--- src/rtl/inst_sram_axi_rd_pkg.sv ---
// Shared definitions for the instruction-side SRAM-like to AXI4 read bridge.
//   AXI_ID_WD       width of the AXI id fields
//   AXI_BURST_INCR  arburst encoding for incrementing bursts
//   AXI_RESP_OKAY   rresp encoding for a good response
//   ar_state_e      states of the AR channel FSM
//   resp_is_err     flags any rresp other than OKAY
package inst_sram_axi_rd_pkg;

  localparam int DATA_W    = 32;
  localparam int ADDR_W    = 32;
  localparam int AXI_ID_WD = 4;

  localparam logic [1:0] AXI_BURST_INCR = 2'b01;
  localparam logic [1:0] AXI_RESP_OKAY  = 2'b00;

  typedef enum logic {
    AR_IDLE = 1'b0,
    AR_SEND = 1'b1
  } ar_state_e;

  function automatic logic resp_is_err(input logic [1:0] resp);
    return resp != AXI_RESP_OKAY;
  endfunction

endpackage

--- src/rtl/inst_sram_axi_rd_outstanding_ctr.sv ---
// Tracks reads that have been accepted but not yet returned, plus how many
// of the oldest ones must be silently dropped after a flush.
// Ports:
//   clk, reset   clock and synchronous active-high reset
//   inc          a request was accepted this cycle
//   dec          an R beat completed this cycle (rvalid & rready & rlast)
//   flush        drop every read accepted before this cycle
//   outstanding  reads accepted and not yet returned
//   discard      oldest returns still to be dropped
//   full         outstanding has reached MAX_OUTSTANDING
//   drop         the R beat completing this cycle belongs to a flushed read
module rd_outstanding_ctr
  import inst_sram_axi_rd_pkg::*;
#(
  parameter int MAX_OUTSTANDING = 4,
  parameter int CNT_W           = $clog2(MAX_OUTSTANDING + 1)
) (
  input  logic             clk,
  input  logic             reset,
  input  logic             inc,
  input  logic             dec,
  input  logic             flush,
  output logic [CNT_W-1:0] outstanding,
  output logic [CNT_W-1:0] discard,
  output logic             full,
  output logic             drop
);

  logic [CNT_W-1:0] outstanding_q;
  logic [CNT_W-1:0] discard_q;

  assign outstanding = outstanding_q;
  assign discard     = discard_q;
  assign full        = (outstanding_q == CNT_W'(MAX_OUTSTANDING));
  assign drop        = dec & (discard_q != '0);

  always_ff @(posedge clk) begin
    if (reset) begin
      outstanding_q <= '0;
      discard_q     <= '0;
    end else begin
      case ({inc, dec})
        2'b10:   outstanding_q <= outstanding_q + CNT_W'(1);
        2'b01:   outstanding_q <= outstanding_q - CNT_W'(1);
        default: outstanding_q <= outstanding_q;
      endcase
      // A beat completing in the flush cycle is resolved by its own drop
      // decision, so only the reads still in flight afterwards are dropped.
      // Since discard never exceeds outstanding, this also covers a flush
      // landing while earlier drops are still pending.
      if (flush) begin
        discard_q <= outstanding_q - CNT_W'(dec);
      end else if (drop) begin
        discard_q <= discard_q - CNT_W'(1);
      end
    end
  end

endmodule

--- src/rtl/inst_sram_axi_rd.sv ---
// Instruction-side bridge: SRAM-like read slave (req/addr_ok/data_ok) in
// front of an AXI4 read master. Each accepted request issues one single-beat
// AR; responses return in order. A flush drops the responses of every read
// accepted before it while letting the AXI transactions run to completion.
// Ports:
//   clk, reset                      clock, synchronous active-high reset
//   req, wr, size, addr             SRAM-like request (wr=1 never accepted)
//   addr_ok                         request accepted this cycle (combinational)
//   data_ok, rdata, rd_err          registered response; rdata holds between pulses
//   flush                           drop all reads accepted before this cycle
//   ar*                             AXI4 read-address channel (master)
//   rid, rdata_axi, rresp, rlast,
//   rvalid, rready                  AXI4 read-data channel (rready tied high)
module inst_sram_axi_rd
  import inst_sram_axi_rd_pkg::*;
#(
  parameter int                   MAX_OUTSTANDING = 4,
  parameter logic [AXI_ID_WD-1:0] ARID            = 4'd0
) (
  input  logic                 clk,
  input  logic                 reset,
  input  logic                 req,
  input  logic                 wr,
  input  logic [1:0]           size,
  input  logic [ADDR_W-1:0]    addr,
  output logic                 addr_ok,
  output logic                 data_ok,
  output logic [DATA_W-1:0]    rdata,
  output logic                 rd_err,
  input  logic                 flush,
  output logic [AXI_ID_WD-1:0] arid,
  output logic [ADDR_W-1:0]    araddr,
  output logic [7:0]           arlen,
  output logic [2:0]           arsize,
  output logic [1:0]           arburst,
  output logic [1:0]           arlock,
  output logic [3:0]           arcache,
  output logic [2:0]           arprot,
  output logic                 arvalid,
  input  logic                 arready,
  input  logic [AXI_ID_WD-1:0] rid,
  input  logic [DATA_W-1:0]    rdata_axi,
  input  logic [1:0]           rresp,
  input  logic                 rlast,
  input  logic                 rvalid,
  output logic                 rready
);

  localparam int CNT_W = $clog2(MAX_OUTSTANDING + 1);

  ar_state_e        state;
  logic [1:0]       size_q;
  logic             r_hs;
  logic             full;
  logic             drop;
  logic [CNT_W-1:0] outstanding;
  logic [CNT_W-1:0] discard;

  // Responses are in order, so the id is never needed; discard/outstanding
  // are observable for debug only.
  logic unused_sigs;
  assign unused_sigs = &{1'b0, rid, outstanding, discard};

  assign rready = 1'b1;
  assign r_hs   = rvalid & rready & rlast;

  // Only one AR in flight on the channel at a time; the next request is
  // accepted no earlier than the cycle after arready.
  assign addr_ok = req & ~wr & ~flush & (state == AR_IDLE) & ~full;

  rd_outstanding_ctr #(
    .MAX_OUTSTANDING(MAX_OUTSTANDING),
    .CNT_W          (CNT_W)
  ) u_ctr (
    .clk        (clk),
    .reset      (reset),
    .inc        (addr_ok),
    .dec        (r_hs),
    .flush      (flush),
    .outstanding(outstanding),
    .discard    (discard),
    .full       (full),
    .drop       (drop)
  );

  assign arid    = ARID;
  assign arlen   = 8'd0;
  assign arsize  = {1'b0, size_q};
  assign arburst = AXI_BURST_INCR;
  assign arlock  = 2'b00;
  assign arcache = 4'b0000;
  assign arprot  = 3'b000;

  // ---- AR channel: request latched on accept, held until arready ----
  // A flush never retracts arvalid; the read is already counted and its
  // response will be dropped by the counter.
  always_ff @(posedge clk) begin
    if (reset) begin
      state   <= AR_IDLE;
      arvalid <= 1'b0;
      araddr  <= '0;
      size_q  <= 2'b00;
    end else begin
      case (state)
        AR_IDLE: begin
          if (addr_ok) begin
            state   <= AR_SEND;
            arvalid <= 1'b1;
            araddr  <= addr;
            size_q  <= size;
          end
        end
        AR_SEND: begin
          if (arready) begin
            state   <= AR_IDLE;
            arvalid <= 1'b0;
          end
        end
        default: begin
          state   <= AR_IDLE;
          arvalid <= 1'b0;
        end
      endcase
    end
  end

  // ---- R capture: registered response, one cycle after the R handshake ----
  always_ff @(posedge clk) begin
    if (reset) begin
      data_ok <= 1'b0;
      rd_err  <= 1'b0;
      rdata   <= '0;
    end else begin
      data_ok <= r_hs & ~drop;
      rd_err  <= r_hs & ~drop & resp_is_err(rresp);
      if (r_hs && !drop) begin
        rdata <= rdata_axi;
      end
    end
  end

endmodule

--- config.mk ---
export PLATFORM = sky130hd
export DESIGN_NAME = inst_sram_axi_rd
export DESIGN_NICKNAME = d
export VERILOG_FILES = /design/src/rtl/inst_sram_axi_rd_pkg.sv /design/src/rtl/inst_sram_axi_rd_outstanding_ctr.sv /design/src/rtl/inst_sram_axi_rd.sv
export SDC_FILE = /design/constraint.sdc
export NUM_CORES = 1
export LEC_CHECK = 0
export CELL_PAD_IN_SITES_DETAIL_PLACEMENT = 1
export CELL_PAD_IN_SITES_GLOBAL_PLACEMENT = 1
export CORE_ASPECT_RATIO = 2
export CORE_MARGIN = 2
export CORE_UTILIZATION = 28
export DETAILED_ROUTE_END_ITERATION = 7
export PLACE_DENSITY_LB_ADDON = 0.3
export SYNTH_ARGS = -nofsm -noshare
export SYNTH_HDL_FRONTEND = slang
export SYNTH_SLANG_ARGS = --single-unit
--- constraint.sdc ---
create_clock -name clk -period 2.35 [get_ports clk]
set_input_delay 0.3525 -clock clk [delete_from_list [all_inputs] [get_ports clk]]
set_output_delay 0.3525 -clock clk [all_outputs]
set_load 0.1 [all_outputs]
# Word-level counts from Yosys, hierarchy flattened
# Cells that the tools add are included.
# totals
regBits	76
input_bits	80
out_inout_bits	95
word_cells	48
# classes
addsub	4
eq_ne	5
muxes	9
n_bitwise	13
n_reduce_logical	8
# ops
op	n
$and 1x1->1	8
$mux 3	2
$pmux 3 s2	1
$reduce_bool 2->1	3
$sub 3x1->3 const B	2
$not 1->1	5
$mux 1	4
$pmux 1 s2	2
$reduce_and 2->1	2
$add 3x1->3 const B	1
$eq 3x3->1 const B	1
$reduce_bool 3->1	1
$sub 3x1->3	1
$eq 2x1->1 const B	1
$eq 2x2->1 const B	1
$ne 2x1->1 const B	1
$ne 2x2->1 const B	1
$logic_and 1x1->1	1
$logic_not 1->1	1

# Logic depth before layout (Yosys ltp)
# logic_depth
ltp_word	7
ltp_mapped	7
depth_no_buf	7

# Modules after synthesis
# Synthesis repeated with hierarchy kept, for this count alone.
# hier_totals
cells_unflattened	370
area_unflattened_um2	3362.0
# by_module_without_submodules
mod	n_inst	cells_each	area_per_inst_um2	seq_area_each_um2
inst_sram_axi_rd	1	329	2989.1	1401.3
rd_outstanding_ctr	1	41	372.9	120.1

# Worst setup path before layout
# Ideal clock, no wire load.
# synth_path
kind	input-to-reg
from	input flush
to	register u_ctr.outstanding_q[2], in the netlist u_ctr.outstanding[2]
setup_ps	70
arrival_ps	1925
required_ps	2280
slack_ps	355
stages	7
path_buffers	0
cell_sequence	nor4b_4 > o21ai_2 > ha_1 > fa_1 > xnor2_1 > or3_1 > a21oi_1
# synth_via
elab_chain_cells	6
elab_cells_between_ends	8
classes_between	eq/ne (2); mux (1); bitwise (4); reduce/logical (1)
# synth_rtl
item	line	text
start, declared	inst_sram_axi_rd.sv:30	input logic flush,
$not 1->1 *	inst_sram_axi_rd.sv:69	assign addr_ok = req & ~wr & ~flush & (state == AR_IDLE) & ~full;
$and 1x1->1 * (3 in a row)	inst_sram_axi_rd.sv:69	
$eq 2x1->1 or $eq 2x2->1 (tied branches)	inst_sram_axi_rd_outstanding_ctr.sv:42	case ({inc, dec})
$pmux 3 s2 or $reduce_bool 2->1 (tied branches)	n/a	
end signal, assigned	inst_sram_axi_rd_outstanding_ctr.sv:43	2'b10: outstanding_q <= outstanding_q + CNT_W'(1);
end signal, assigned	inst_sram_axi_rd_outstanding_ctr.sv:44	2'b01: outstanding_q <= outstanding_q - CNT_W'(1);
end signal, assigned	inst_sram_axi_rd_outstanding_ctr.sv:45	default: outstanding_q <= outstanding_q;
end, declared	inst_sram_axi_rd_outstanding_ctr.sv:29	logic [CNT_W-1:0] outstanding_q;
# Every way passes the cells marked *; elsewhere a longest branch is shown, timed or not.
# A chain may end at the register's enable or synchronous reset.

# Worst setup path in the final report
# Same ends and word-level chain as after synthesis.

==> reports/metrics.cfg <==
[place]
dp_hpwl_um=6514
pre_cts_slack_ps=-232.9
io_buffers=145
dp.cells=644
place.gp.congestion=0.6700

[pwr]
ir_drop_mv=0.3415
power.leakage_uw=0.002036
p_total_uw=3922
p_per_area_nw_per_um2=782.6

[setup_path]
worstSetupEndpointType=flop
r2r_cells=7
rr_endpoint=u_ctr.outstanding[2]$_SDFFE_PP0P_
crit_arrival_ps=2480
critical_path.startpoint_type=input pin
worstPathRequired_ps=2610
cp_max_fo=2
path_class=input pin to flop
r2r_slack_ps=340
r2r-start=state$_SDFF_PP0_

[synthesis]
synthArstFlopShare=0
ys_warn_count=0
synth_edf_count=0
seq_area_frac_synth=0.4494
syn_inst=372
ys.flop_type=dfxtp_1
synth-seq-cells=76
ys_types=32
yosysTopAreaCellShare=0.4494
yosys.area.top_type=dfxtp_1
syn_avg_cell_area_sq_um=9.101
synth.area.top_cells=dfxtp_1, nand2b_1, mux2i_1
netlist_area_sq_um=3386

[final_layout]
layout_common_cells=dfxtp_1, clkdlybuf4s50_1, buf_4
antennaDiodeCount=0
finalNonFillerCells=659
drive_gt1_frac=0.1887
utilization=0.4258
final_common_cell=dfxtp_1
area_delta_synth_final_pct=48.04
fillers=1397
nets=596

[sta]
period_share=0.9464
min_period_ps=2224
clock_skew_ps=9.127
fmax_mhz=449.6
worst_slack_ps=125.9
finalSetupViolations=0
rsz0062_at_grt=false
slew_violations=0
hold_violations=0

[drt]
via_count=2894
wl_um=8823
dr.pass1.iters=4
post_drt_wl_per_cell_um=13.39
drc_errors=0
ant_nets=0
avgViaCountPerCell=4.392
drt_iter0_markers=78

[floorplan]
die_y_um=159.5
start_util=0.2876
core_area_sq_um=11770
die_area_sq_um=13040
die_x_um=81.76
io_pins=175
row_count=56

[clocking]
cts.sinks=76
tritoncts=built
ctsRootBufferMaster=clkbuf_16
clockBufferDepth=2
h-tree-depth=3
post_cts_buffers=0
cts_buffers=9
hold_buffers=0
clock_latency_ps=330
clk_pin_slew_ps=60
cts_resized=0

[global_routing]
grt_max_degree=112
first_global_vias=2982
grt_pass1_wl_um=13930
grtUsageTotal=0.1361
antenna_found_initial=0
grt_overflow=0

[hold_path]
whs_path_depth=2
hold_start=rdata[21]$_SDFFE_PP0P_
hold_path.class=flop to flop
min_to=rdata[21]$_SDFFE_PP0P_

[outcome]
outcome=complete, no violations

[flow_run]
max_cap_violations=0

==> sequential cells by signal (all words and copies together) (netlist names) <==
signal             cells
u_ctr.discard          3
size_q                 2
araddr                32
state                  1
rdata                 32
u_ctr.outstanding      3
rd_err                 1
arvalid                1
data_ok                1
==> worst max path at each step <==
stage / from / to / slack [ps] / cells after the start
after floorplan: flush / u_ctr.outstanding[2]$_SDFFE_PP0P_ / 350 / 7
after global placement: flush / u_ctr.outstanding[2]$_SDFFE_PP0P_ / -150 / 8
after detailed placement: flush / u_ctr.outstanding[2]$_SDFFE_PP0P_ / -230 / 8
after CTS: flush / u_ctr.outstanding[2]$_SDFFE_PP0P_ / 110 / 8
after global routing: flush / u_ctr.outstanding[2]$_SDFFE_PP0P_ / 30 / 8
final: flush / u_ctr.outstanding[2]$_SDFFE_PP0P_ / 130 / 8
==> cells in the mapped netlist (2+ instances only) <==
cell / count
ha_1: 5
mux2i_1: 36
a21oi_1: 38
nand2b_1: 71
xnor2_1: 2
nor2_1: 4
clkbuf_1: 16
conb_1: 2
dfxtp_1: 76
inv_1: 5
buf_2: 4
nand3_1: 2
nand2_1: 66
buf_12: 3
buf_4: 25
==> power by group <==
group / leakage (uW) / internal (uW) / switching, uW
Sequential: 0.000618 / 1350 / 38.5
Clock: 0.000158 / 980 / 528
Combinational: 0.00126 / 284 / 738
Total: 0.00204 / 2620 / 1300
==> per-stage QoR <==
step	area [sq um]	hold WS, ps	TNS [ps]
2_1_floorplan	3472	462.7	0
3_3_place_gp	4687	443.6	-153.0
3_5_place_dp	4687	451.7	-232.9
4_1_cts	5012	460.7	0
5_1_grt	5012	476.6	0
6_report	5012	454.7	0
==> worst max-delay path, cell delays in order <==
cell and delay (ps):
clkdlybuf4s50_1 490, nor4b_4 310, o21ai_2 90, ha_1 240
fa_1 390, xnor2_1 150, or3_1 310, a21oi_1 150
==> layer usage <==
layer | share of wire | wire, um | GRT usage
met2 | 0.56 | 4916 | 0.2576
met1 | 0.35 | 3117 | 0.1315
met3 | 0.073 | 647 | 0.04025
met4 | 0.016 | 141 | 0.05000
met5 | 0 | 0 | 0
==> area by class of cell <==
type / count / area [sq um] / area share
inverter: 6 / 27.53 / 0.005492
clock inverter: 4 / 72.57 / 0.01448
sequential: 76 / 1521 / 0.3035
tap: 145 / 181.4 / 0.03620
multi-input combinational: 265 / 1595 / 0.3183
timing repair buffer: 152 / 1361 / 0.2716
clock buffer: 11 / 252.7 / 0.05042
==> logic make-up after synthesis <==
| group | count (synthesis) | share of synthesized area |
|---|---|---|
| and+or+nand+nor | 150 | 0.2313 |
| DFF | 76 | 0.4494 |
| buffers and inverters | 54 | 0.1050 |
| AOI/OAI and AO/OA | 45 | 0.07354 |
| muxes | 36 | 0.1064 |
| adders and majority gates | 6 | 0.02439 |
| xor gates and xnor gates | 3 | 0.007762 |
| other | 2 | 0.002218 |
Power figures use the tool's default switching activity.
